**src/rtl/sfp_pkg.sv**
```systemverilog
// Shared types and default sizing for the
// special-function normalise stage.
package sfp_pkg;

  localparam int COL     = 8;
  localparam int BW_PSUM = 20;
  localparam int FRAC    = 8;

  localparam int SUM_W = BW_PSUM + 3;
  localparam int ABS_W = BW_PSUM + 1;
  localparam int QUO_W = FRAC + 1;

  typedef enum logic [1:0] {
    IDLE = 2'd0,
    SUM  = 2'd1,
    DIV  = 2'd2,
    OUT  = 2'd3
  } state_t;

endpackage

```
**src/rtl/sfp_div.sv**
```systemverilog
// Serial restoring divider: q = floor(a*2^(qw-1)/s), a <= s.
// Iteration 0 runs in the start cycle; done flags the last.
module sfp_div
  import sfp_pkg::*;
#(
  parameter int sw = SUM_W,
  parameter int aw = ABS_W,
  parameter int qw = QUO_W
) (
  input  logic          clk,
  input  logic          reset,
  input  logic          start,
  input  logic [aw-1:0] a,
  input  logic [sw-1:0] s,
  output logic          done,
  output logic [qw-1:0] q
);

  localparam int CW = $clog2(qw);

  logic [sw:0]   rem;
  logic [sw:0]   cur;
  logic [sw:0]   nrem;
  logic [qw-1:0] quo;
  logic [CW-1:0] cnt;
  logic          busy;
  logic          ge;

  always_comb begin
    cur  = start ? {{(sw + 1 - aw){1'b0}}, a} : rem;
    ge   = cur >= {1'b0, s};
    nrem = ge ? cur - {1'b0, s} : cur;
    done = busy && (cnt == CW'(qw - 1));
    q    = {quo[qw-2:0], ge};
  end

  always_ff @(posedge clk) begin
    if (!reset) begin
      rem  <= '0;
      quo  <= '0;
      cnt  <= '0;
      busy <= 1'b0;
    end else if (start) begin
      rem  <= {nrem[sw-1:0], 1'b0};
      quo  <= {{(qw - 1){1'b0}}, ge};
      cnt  <= CW'(1);
      busy <= 1'b1;
    end else if (busy) begin
      rem <= {nrem[sw-1:0], 1'b0};
      quo <= q;
      cnt <= cnt + CW'(1);
      if (done) busy <= 1'b0;
    end
  end

endmodule

```
**src/rtl/sfp_norm.sv**
```systemverilog
// Row abs-sum and lane-wise normalisation to a signed
// fixed-point fraction of that sum.
module sfp_norm
  import sfp_pkg::*;
#(
  parameter int col     = COL,
  parameter int bw_psum = BW_PSUM,
  parameter int frac    = FRAC
) (
  input  logic                   clk,
  input  logic                   reset,
  input  logic [bw_psum*col-1:0] in,
  input  logic                   in_valid,
  output logic                   in_ready,
  output logic [bw_psum*col-1:0] out,
  output logic                   out_valid,
  input  logic                   out_ready,
  output logic [bw_psum+3:0]     sum_out
);

  localparam int SW = bw_psum + 3;
  localparam int AW = bw_psum + 1;
  localparam int QW = frac + 1;
  localparam int LW = $clog2(col);

  state_t state;
  state_t nxt;

  logic [bw_psum*col-1:0] row;
  logic [SW-1:0]          sum_q;
  logic [SW-1:0]          total;
  logic [LW-1:0]          lane;
  logic                   run;
  logic                   start;
  logic                   done;
  logic [QW-1:0]          q;
  logic [AW-1:0]          abs_l [col];
  logic                   neg_l [col];
  logic [AW-1:0]          sx;
  logic [bw_psum-1:0]     qx;
  logic [bw_psum-1:0]     res;

  // Abs on one extra bit so the most negative lane is exact
  always_comb begin
    total = '0;
    sx    = '0;
    for (int i = 0; i < col; i++) begin
      sx       = {row[bw_psum*(i+1)-1], row[bw_psum*i +: bw_psum]};
      neg_l[i] = sx[AW-1];
      abs_l[i] = sx[AW-1] ? AW'(0) - sx : sx;
      total    = total + SW'(abs_l[i]);
    end
  end

  assign start    = (state == DIV) && !run;
  assign in_ready = (state == IDLE) && reset;
  assign sum_out  = {1'b0, sum_q};

  always_comb begin
    qx  = {{(bw_psum - QW){1'b0}}, q};
    res = neg_l[lane] ? bw_psum'(0) - qx : qx;
  end

  sfp_div #(
    .sw(SW),
    .aw(AW),
    .qw(QW)
  ) u_div (
    .clk  (clk),
    .reset(reset),
    .start(start),
    .a    (abs_l[lane]),
    .s    (sum_q),
    .done (done),
    .q    (q)
  );

  always_comb begin
    nxt = state;
    case (state)
      IDLE: if (in_valid) nxt = SUM;
      SUM:  nxt = (total != '0) ? DIV : OUT;
      DIV:  if (done && lane == LW'(col - 1)) nxt = OUT;
      OUT:  if (out_valid && out_ready) nxt = IDLE;
      default: nxt = IDLE;
    endcase
  end

  always_ff @(posedge clk) begin
    if (!reset) begin
      state     <= IDLE;
      row       <= '0;
      sum_q     <= '0;
      lane      <= '0;
      run       <= 1'b0;
      out       <= '0;
      out_valid <= 1'b0;
    end else begin
      state <= nxt;
      if (state == IDLE && in_valid) begin
        row  <= in;
        lane <= '0;
      end
      if (state == SUM) begin
        sum_q <= total;
        if (total == '0) out <= '0;
      end
      if (start) run <= 1'b1;
      else if (done) run <= 1'b0;
      if (done) begin
        out[lane*bw_psum +: bw_psum] <= res;
        lane <= lane + LW'(1);
      end
      // Valid rises one cycle into OUT, drops on transfer
      if (state == OUT) begin
        if (!out_valid) out_valid <= 1'b1;
        else if (out_ready) out_valid <= 1'b0;
      end
    end
  end

endmodule

```
**config.mk**
```make
export PLATFORM = sky130hd
export DESIGN_NAME = sfp_norm
export DESIGN_NICKNAME = d
export VERILOG_FILES = /design/src/rtl/sfp_pkg.sv /design/src/rtl/sfp_div.sv /design/src/rtl/sfp_norm.sv
export SDC_FILE = /design/constraint.sdc
export NUM_CORES = 1
export LEC_CHECK = 0
export ABC_AREA = 1
export BUFFER_PORTS_ARGS = -buffer_cell sky130_fd_sc_hd__buf_2
export CAP_MARGIN = 20
export CORE_MARGIN = 2
export CORE_UTILIZATION = 45
export CTS_BUF_LIST = sky130_fd_sc_hd__clkbuf_16
export CTS_CLUSTER_DIAMETER = 80
export DETAILED_ROUTE_END_ITERATION = 7
export SLEW_MARGIN = 20
export SYNTH_ARGS = -nofsm -noshare
export SYNTH_HDL_FRONTEND = slang
export SYNTH_SLANG_ARGS = --single-unit
```
**constraint.sdc**
```tcl
create_clock -name clk -period 8 [get_ports clk]
set_input_delay 1.6 -clock clk [delete_from_list [all_inputs] [get_ports clk]]
set_output_delay 1.6 -clock clk [all_outputs]
set_load 0.02 [all_outputs]
```
=== Word-level counts from Yosys, hierarchy flattened ===
Cells that the tools add are included.

* Register bits after elaboration: 386
* Output and inout bits: 186

* Add/sub/neg operators: 20
* Multipliers: 1
* Order comparisons: 2
* Equal/unequal tests: 8
* Shifts and indexed selects: 2
* Multiplexer cells: 42
* Bitwise gates (word level): 2
* Reduce and logical (&&, ||, !) cells: 15

{| class="wikitable"
|+ Operator list
! operator !! number
|-
| $mux W160 || 4
|-
| $mux W21 || 10
|-
| $sub A1 B20 Y21 const A || 8
|-
| $bwmux W160 || 1
|-
| $shift A20 B34 Y160 const A || 1
|-
| $shiftx A20 B34 Y160 || 1
|-
| $add A23 B21 Y23 || 5
|-
| $mux W24 || 3
|-
| $bmux W21 S3 || 1
|-
| $neg A8 Y34 || 1
|-
| $ge A24 B23 Y1 || 1
|-
| $add A22 B21 Y23 || 1
|-
| $logic_not A23 Y1 || 1
|-
| $mux W23 || 1
|-
| $reduce_bool A23 Y1 || 1
|-
| $sub A23 B23 Y23 || 1
|-
| $add A21 B21 Y22 || 1
|-
| $mux W20 || 1
|-
| $mux W1 || 14
|-
| $sub A1 B9 Y10 const A || 1
|-
| $pmux W2 S4 || 1
|-
| $logic_and A1 B1 Y1 || 6
|-
| $mul A3 B3 Y6 const B || 1
|-
| $mux W2 || 3
|-
| other kinds (18) || 23
|}

=== Logic depth before layout (Yosys ltp) ===
Gate-level depths: netlist of run 1.

* Depth in word-level cells: 15
* Mapped depth: 46
* Mapped depth without buffers: 46

=== By module ===
A second synthesis of run 1 with hierarchy kept.

* Cells, all modules: 4,224
* Area, all modules: 28,011.9 um2

{| class="wikitable"
|+ Modules (own cells, without submodules)
! module !! instances !! cells each !! area an instance (um2) !! seq. area each (um2)
|-
| sfp_norm || 1 || 3,653 || 24,646.1 || 7,006.7
|-
| sfp_div || 1 || 571 || 3,365.7 || 720.7
|}

=== Worst setup path after synthesis of run 1 ===
No wires, ideal clock.

* Path type: register to register
* Start: register row[140]
* End: register out[29]
* Data arrival time: 5,763 ps
* Data required time: 7,885 ps
* Slack: 2,122 ps
* Stages on the path, launching flop included: 31
* Buffers on the path: 2
* Cell sequence: dfxtp_1 > inv_1 > ha_1 > inv_1 > nor3_1 > nand3_1 > nor3_1 > nand2_1 > o21ai_0 > nand2_1 > xor2_1 > fa_1 > inv_1 > fa_1 > inv_1 > fa_1 > inv_1 > fa_1 > inv_1 > ha_1 > nand2_1 > nor4_1 > nand3_1 > nand3_1 > xor2_1 > and3_1 > nand4_1 > buf_4 > buf_4 > a21oi_1 > nor2_1

* Longest elaborated chain between the ends: 12
* Elaborated cells between the ends (all ways): 17
* Those cells by class: 3 x add/sub; 1 x order compare; 1 x shift; 11 x mux; 1 x reduce/logical

{| class="wikitable"
|+ Ends and longest elaborated chain
! item !! RTL line !! source
|-
| start, declared || sfp_norm.sv:29 || <nowiki>logic [bw_psum*col-1:0] row;</nowiki>
|-
| start signal, assigned || sfp_norm.sv:101 || <nowiki>row <= in;</nowiki>
|-
| $sub A1 B20 Y21 || sfp_norm.sv:50 || <nowiki>abs_l[i] = sx[AW-1] ? AW'(0) - sx : sx;</nowiki>
|-
| $mux W21 * || sfp_norm.sv:50 ||
|-
| $bmux W21 S3 || sfp_norm.sv:72 || <nowiki>.a (abs_l[lane]),</nowiki>
|-
| $mux W21 (not written as such) (2 in a row) || sfp_norm.sv:72 ||
|-
| $mux W24 || sfp_div.sv:30 || <nowiki>cur = start ? {{(sw + 1 - aw){1'b0}}, a} : rem;</nowiki>
|-
| $ge A24 B23 Y1 || sfp_div.sv:31 || <nowiki>ge = cur >= {1'b0, s};</nowiki>
|-
| $sub A1 B9 Y10 || sfp_norm.sv:61 || <nowiki>res = neg_l[lane] ? bw_psum'(0) - qx : qx;</nowiki>
|-
| $mux W20 || sfp_norm.sv:61 ||
|-
| $shiftx A20 B34 Y160 || sfp_norm.sv:111 || <nowiki>out[lane*bw_psum +: bw_psum] <= res;</nowiki>
|-
| $bwmux W160 || sfp_norm.sv:111 ||
|-
| $mux W160 * || sfp_norm.sv:110 || <nowiki>if (done) begin</nowiki>
|-
| end signal, assigned by index || sfp_norm.sv:111 ||
|-
| end, declared || sfp_norm.sv:15 || <nowiki>output logic [bw_psum*col-1:0] out,</nowiki>
|}

Mark *: on every way between the ends. The rest lies on a longest branch, timed or not. The select of a mux whose other input is x is not followed.
A chain may end at the register's enable or synchronous reset.

=== Worst setup path in the final report of run 1 ===
* Start: register row[100]
* End: register out[112]

* Longest elaborated chain between the ends: 12
* Elaborated cells between the ends (all ways): 19
* Those cells by class: 5 x add/sub; 1 x order compare; 1 x shift; 11 x mux; 1 x reduce/logical

{| class="wikitable"
|+ Ends and longest elaborated chain
! item !! RTL line
|-
| $sub A1 B20 Y21 || sfp_norm.sv:50
|-
| $mux W21 * || sfp_norm.sv:50
|-
| parallel branches: the longest is 9 deep, another holds $add A23 B21 Y23 || -
|-
| $mux W160 * || sfp_norm.sv:110
|}

Every way passes the cells marked *. The select of a mux whose other input is x is not followed.

==> results.ini, run 1 <==
[run_status]
status = completed

[yosys]
avgSynthCellArea_um2 = 6.86
async_flop_share_pct = 0
synth-simple-area-share_pct = 24.2
synth-main-ff-cell = dfxtp_1
yosys-mux-area-fraction_pct = 0
synthDistinctLibCells = 58
syn_inst = 3911
syn_area_um2 = 26800
synthAdderAreaFrac_pct = 12.8
synth_warnings = 0
synth_top_family_by_area = simple AND/OR/NAND/NOR gates
ys_seq_elements = 386
synth-xor-area-share_pct = 5.31
synth_seq_area_share_pct = 28.8
synth-compound-area-share_pct = 18.3
synth-edff-count = 0

[clocking]
cts_sinks = 386
ctsLongestPathBuffers = 3
cts_tree = yes
hold_buffers = 0
cts_resized = 0
worstSkewPairLatency_ns = 0.59
cts_buffers = 46
cts_root_buf = clkbuf_16
cts_setup_buffers = 0
htree_levels = 2
path_clk_slew_ns = 0.06

[floorplanning]
core_um2 = 59000
die-area_um2 = 61600
die_height_um = 248
rows = 89
start_util_pct = 45.5
ios = 350
die_w_um = 248

[route]
drt-total-wl_um = 98000
vias = 27200
vias_per_cell = 5.48
firstDrtPassIters = 6
drt-wirelength-per-cell_um = 19.7
drtIter0Drc = 2302
ant_nets = 0
drcViolationCount = 0

[placement]
portBuffers = 348
gp_congestion = 1.02
dp_hpwl_um = 76400

[worst_setup_path]
critPathArrivalTime_ns = 7.53
end_kind = register
start_kind = register
crit_fanout = 75
worstSetupPathType = register to register
cp.required_ns = 8.43

[grt]
grt_start_max_net_pins = 113
antenna_found_initial = 1
grt_usage_pct = 31.3
grt_pass1_wl_um = 149000
grt_overflow = 0
grt_pass1_vias = 25400

[sta]
max_freq_mhz = 141
tns_ns = 0
skew_ns = 0.0166
relSlewSlack_pct = 28.9
worstMarginPinSlew_ns = 1.07
min_period_over_period_pct = 88.7
drv_slew = 0
setup_viol = 0
finalHoldViolations = 0
finalCriticalPeriod_ns = 7.10
rsz0062_at_grt = no

[worst_hold_path]
hp-class = register to register

[final_layout]
final_common_cell = nand2_1
fillers = 6163
num-nets-final = 4526
final_cell_mix = nand2_1 (708), inv_1 (522), a21oi_1 (418)
area_growth_pct = 14.0
drive_above_1_share_pct = 12.9

[job]
maxCapViolCount = 0

## per-stage QoR
step / area [um^2] / hold slack (ns) / instances / util (%) / setup slack [ns]
after global placement: 29100 / 0.443 / 4888 / 49.3 / 0.836
after floorplan: 26900 / 0.441 / 3918 / - / 2.12
final: 30600 / 0.455 / 4971 / 51.8 / 0.901
after detailed placement: 29100 / 0.449 / 4888 / 49.3 / 1.03
after CTS: 30600 / 0.457 / 4969 / 51.8 / 0.983
after global routing: 30600 / 0.477 / 4969 / 51.8 / 0.383
## cells in the mapped netlist, types with 3 or more instances
cell         n  area (um^2)
nor3_1      38          190
a211oi_1     6         45.0
o21bai_1     3         22.5
o21ai_0    309         1550
inv_1      513         1930
a21o_1      11         82.6
o21a_1       5         37.5
ha_1        73          913
a21oi_2      8         70.1
nand3_1    285         1430
nand3b_1    11         82.6
o21ai_2      5         43.8
o22ai_1     10         62.6
fa_1       126         2520
or2_2       15         93.8
nand3_2      5         50.1
buf_6        3         33.8
nand2_1    709         2660
nor2_1     384         1440
inv_2       32          120
nor2_2      10         62.6
xor2_1     133         1160
dfxtp_1    386         7730
nand2_2      4         25.0
a31oi_1     23          144
o211ai_1    30          225
buf_2       12         60.1
buf_4       16          120
nand4_1     37          231
o2111ai_1   11         96.3
o31ai_1      7         52.6
nor3_2       5         50.1
nor4_1      13         81.3
or3_1        3         18.8
o221ai_1    10         87.6
or2_1        4         25.0
a21oi_1    418         2090
clkinv_1     4         15.0
clkbuf_1   138          518
buf_1       15         56.3
xnor2_1     26          228
o21ai_1     31          155
## cells by family (layout without fill, tap and decap cells)
group                      after synthesis  count (layout)
xor gates and xnor gates               161             161
buffers and inverters                  733            1011
adders and majority gates              199             199
and+or+nand+nor                       1528            1528
other                                    2              11
DFF                                    386             386
AOI/OAI and AO/OA                      902             902
## registers in the layout (all words and copies together), names as in the netlist
register,count
out,160
u_div.quo,8
run,1
state,2
row,160
out_valid,1
u_div.rem,23
u_div.cnt,4
sum_q,23
lane,3
u_div.busy,1
## final cells by class
type	count	area, um^2	area share (%)
Multi-Input combinational cell	2799	16300	53.3
Timing Repair Buffer	381	2020	6.61
Inverter	549	2060	6.75
Antenna cell	2	5.00	0.0164
Clock buffer	46	1150	3.76
Sequential cell	386	7730	25.3
Tap cell	773	967	3.16
Clock inverter	35	347	1.13
## worst max-delay path, cell delays in order, from the launching register on
cell	delay, ns
dfxtp_1	0.33
inv_1	0.20
nand3_1	0.14
nor2_1	0.15
nand4_1	0.12
nor3_1	0.37
nand4_1	0.24
nand2_1	0.18
xor2_1	0.31
inv_1	0.11
fa_1	0.55
fa_1	0.57
fa_1	0.56
inv_1	0.06
fa_1	0.53
inv_1	0.05
ha_1	0.35
nand2_1	0.10
nor4_1	0.39
nand3_1	0.14
nand3_1	0.17
xor2_1	0.28
and3_1	0.20
nand4_1	0.27
buf_12	0.30
nand3_1	0.13
a21oi_1	0.06
## metal layers
layer  global-route usage, %  vias up  routed length (um)  share of wire [%]
met4                    12.0        0                4060                4.1
met2                    50.8     1042               44200                 45
li1                        -    13200                   -                  -
met1                    41.8    12800               42200                 43
met3                    5.23      194                7590                7.7
met5                       0        -                   0                  0
## final timing paths
check,endpoint,slack (ns),cells after the start,from
max,out[112],0.90,26,row[100]
min,out[18],0.45,2,out[18]
max reg2reg,out[112],0.90,26,row[100]
min reg2reg,out[18],0.45,2,out[18]
Power of run 1 is not shown: default switching activity piles up to over one toggle a cycle in this logic, so the estimate is an artifact.
==> inputs of run 2 (changes only) <==
--- a/config.mk
+++ b/config.mk
@@ -9,7 +9,7 @@
 export BUFFER_PORTS_ARGS = -buffer_cell sky130_fd_sc_hd__buf_2
 export CAP_MARGIN = 20
 export CORE_MARGIN = 2
-export CORE_UTILIZATION = 45
+export CORE_UTILIZATION = 40
 export CTS_BUF_LIST = sky130_fd_sc_hd__clkbuf_16
 export CTS_CLUSTER_DIAMETER = 80
 export DETAILED_ROUTE_END_ITERATION = 7
==> run 2 against run 1 <==
Non-clock buffer count shrank 1. Hold slack worse by 0.0024 ns. Register-to-register slack better by 0.099 ns. Critical path type unchanged. Worst setup slack improved by 0.099 ns. Die area is 12% higher. Core utilization is 5.4 points lower. Maximum frequency increased by 1.4%. Sequential share of layout area fell by 0.11 points. Cell count increased by 1.9%. Largest cell class unchanged. Critical path depth is 5 higher.
==> results.ini, run 2 (synthesis gave the netlist of run 1 again) <==
[run_status]
status = completed  ; unchanged

[final_layout]
final_cell_mix = nand2_1 (708), inv_1 (518), a21oi_1 (418)  ; was nand2_1 (708), inv_1 (522), a21oi_1 (418)
fillers = 6954  ; was 6,163
area_growth_pct = 14.4  ; was 14.0%
drive_above_1_share_pct = 13.0  ; was 12.9%
num-nets-final = 4525  ; was 4,526
antenna_cells = 0  ; was 2
fin_area_um2 = 30700  ; was 30,600 um^2
final_common_cell = nand2_1  ; unchanged
largestRegisters = out: 160 flops, row: 160 flops  ; unchanged

[worst_setup_path]
cp-startpoint = row[100]  ; unchanged
critPathArrivalTime_ns = 7.45  ; was 7.53 ns
cp.required_ns = 8.46  ; was 8.43 ns
r2r_end = out[102]  ; was out[112]
worstReg2RegStart = row[100]  ; unchanged
cp_slowest_cell = fa_1  ; unchanged
worstRegToRegCells = 31  ; was 26
cpMostUsedCell = inv_1
r2r_slack_ns = 1.00  ; was 0.90 ns
worstSetupPathType = register to register  ; unchanged
start_kind = register  ; unchanged
end_kind = register  ; unchanged
max_stage_delay_ns = 0.55  ; was 0.57 ns
crit_fanout = 60  ; was 75

[route]
drcViolationCount = 0  ; unchanged
vias_per_cell = 5.32  ; was 5.48
drt-total-wl_um = 97200  ; was 98,000 um
firstDrtPassIters = 6  ; unchanged
vias = 26900  ; was 27.2k
drtIter0Drc = 2586  ; was 2,302
ant_nets = 0  ; unchanged
drt-wirelength-per-cell_um = 19.2  ; was 19.7 um

[floorplanning]
start_util_pct = 40.6  ; was 45.5%
die_w_um = 263  ; was 248 um
rows = 94  ; was 89
die_height_um = 263  ; was 248 um
core_um2 = 66100  ; was 59,000 um^2
ios = 350  ; unchanged
die-area_um2 = 69200  ; was 61,600 um^2

[sta]
max_freq_mhz = 143  ; was 141 MHz
tns_ns = 0  ; unchanged
drv_slew = 0  ; unchanged
finalCriticalPeriod_ns = 7.00  ; was 7.10 ns
rsz0062_at_grt = no  ; unchanged
setup_slack_ns = 1.00  ; was 0.901 ns
min_period_over_period_pct = 87.5  ; was 88.7%
worstMarginPinSlew_ns = 1.04  ; was 1.07 ns
skew_ns = 0.0230  ; was 0.0166 ns
finalHoldViolations = 0  ; unchanged
setup_viol = 0  ; unchanged
relSlewSlack_pct = 30.1  ; was 28.9%

[clocking]
cts_sinks = 386  ; unchanged
cts_buffers = 46  ; unchanged
ctsLongestPathBuffers = 3  ; unchanged
cts_resized = 0  ; unchanged
path_clk_slew_ns = 0.06  ; about the same
worstSkewPairLatency_ns = 0.61  ; was 0.59 ns
cts_setup_buffers = 0  ; unchanged
cts_root_buf = clkbuf_16  ; unchanged
cts_tree = yes  ; unchanged
htree_levels = 2  ; unchanged
hold_buffers = 0  ; unchanged

[placement]
dp_hpwl_um = 75900  ; was 76,400 um
dp_slack_ns = 1.10  ; was 1.03 ns
portBuffers = 348  ; unchanged
place_area_um2 = 29200  ; was 29,100 um^2
gp_congestion = 0.991  ; was 1.02

[grt]
antenna_found_initial = 1  ; unchanged
grt_overflow = 0  ; unchanged
grt_pass1_vias = 25400  ; about the same
grt_usage_pct = 27.4  ; was 31.3%
grt_start_max_net_pins = 217  ; was 113
grt_pass1_wl_um = 149000  ; about the same

[worst_hold_path]
hp-class = register to register  ; unchanged
min_path_cells = 2  ; unchanged
whs_endpoint = out[20]  ; was out[18]
worstHoldStart = out[20]  ; was out[18]

[job]
maxCapViolCount = 0  ; unchanged

## run 2: cell types whose count changed in the layout (fill, tap and decap cells not counted), moves of 2 or more
cell,before,now
inv_8,0,5
buf_4,31,29
diode_2,2,0
clkinv_2,4,10
bufinv_16,6,4
inv_1,522,518
## run 2: per-stage QoR
stage	hold WS [ns]	util, %	std cells
2_1_floorplan	0.441	-	3918
3_3_place_gp	0.446	44.2	4978
3_5_place_dp	0.446	44.2	4978
4_1_cts	0.455	46.5	5063
5_1_grt	0.481	46.5	5063
6_report	0.452	46.5	5063
## run 2: layout make-up
cell class              count  area, um^2  area share, %
clock buffers              46        1150           3.75
clock inverters            39         362           1.18
inverters                 549        2060           6.72
multi-input cells        2799       16300           53.1
flip-flops and latches    386        7730           25.2
well taps                 864        1080           3.52
repair buffers            380        2030           6.60
## run 2: worst max-delay path by stage
stage	slack (ns)	cells past startpoint	endpoint
6_report	1.00	31	out[102]
4_1_cts	1.07	29	out[102]
3_3_place_gp	1.15	32	out[11]
3_5_place_dp	1.10	33	out[2]
2_1_floorplan	2.12	30	out[29]
5_1_grt	0.24	32	out[37]
## run 2: critical path, delay by kind of cell, from the launching register on
kind / cells / cell delay, ns
buf+inv: 7 / 0.92
flops: 1 / 0.32
fa+ha+maj: 6 / 2.73
compound gates: 3 / 0.44
simple gates: 14 / 2.15
xor+xnor: 1 / 0.24
## run 2: layer usage
metal  share of wire (%)  up-vias  track usage (%)
li1                    -    13200                -
met3                 6.6      194             3.95
met4                 4.6        2             11.9
met2                  46      998             45.8
met5               0.010        -                0
met1                  42    12500             35.3
Power of run 2 is left out for the same reason.
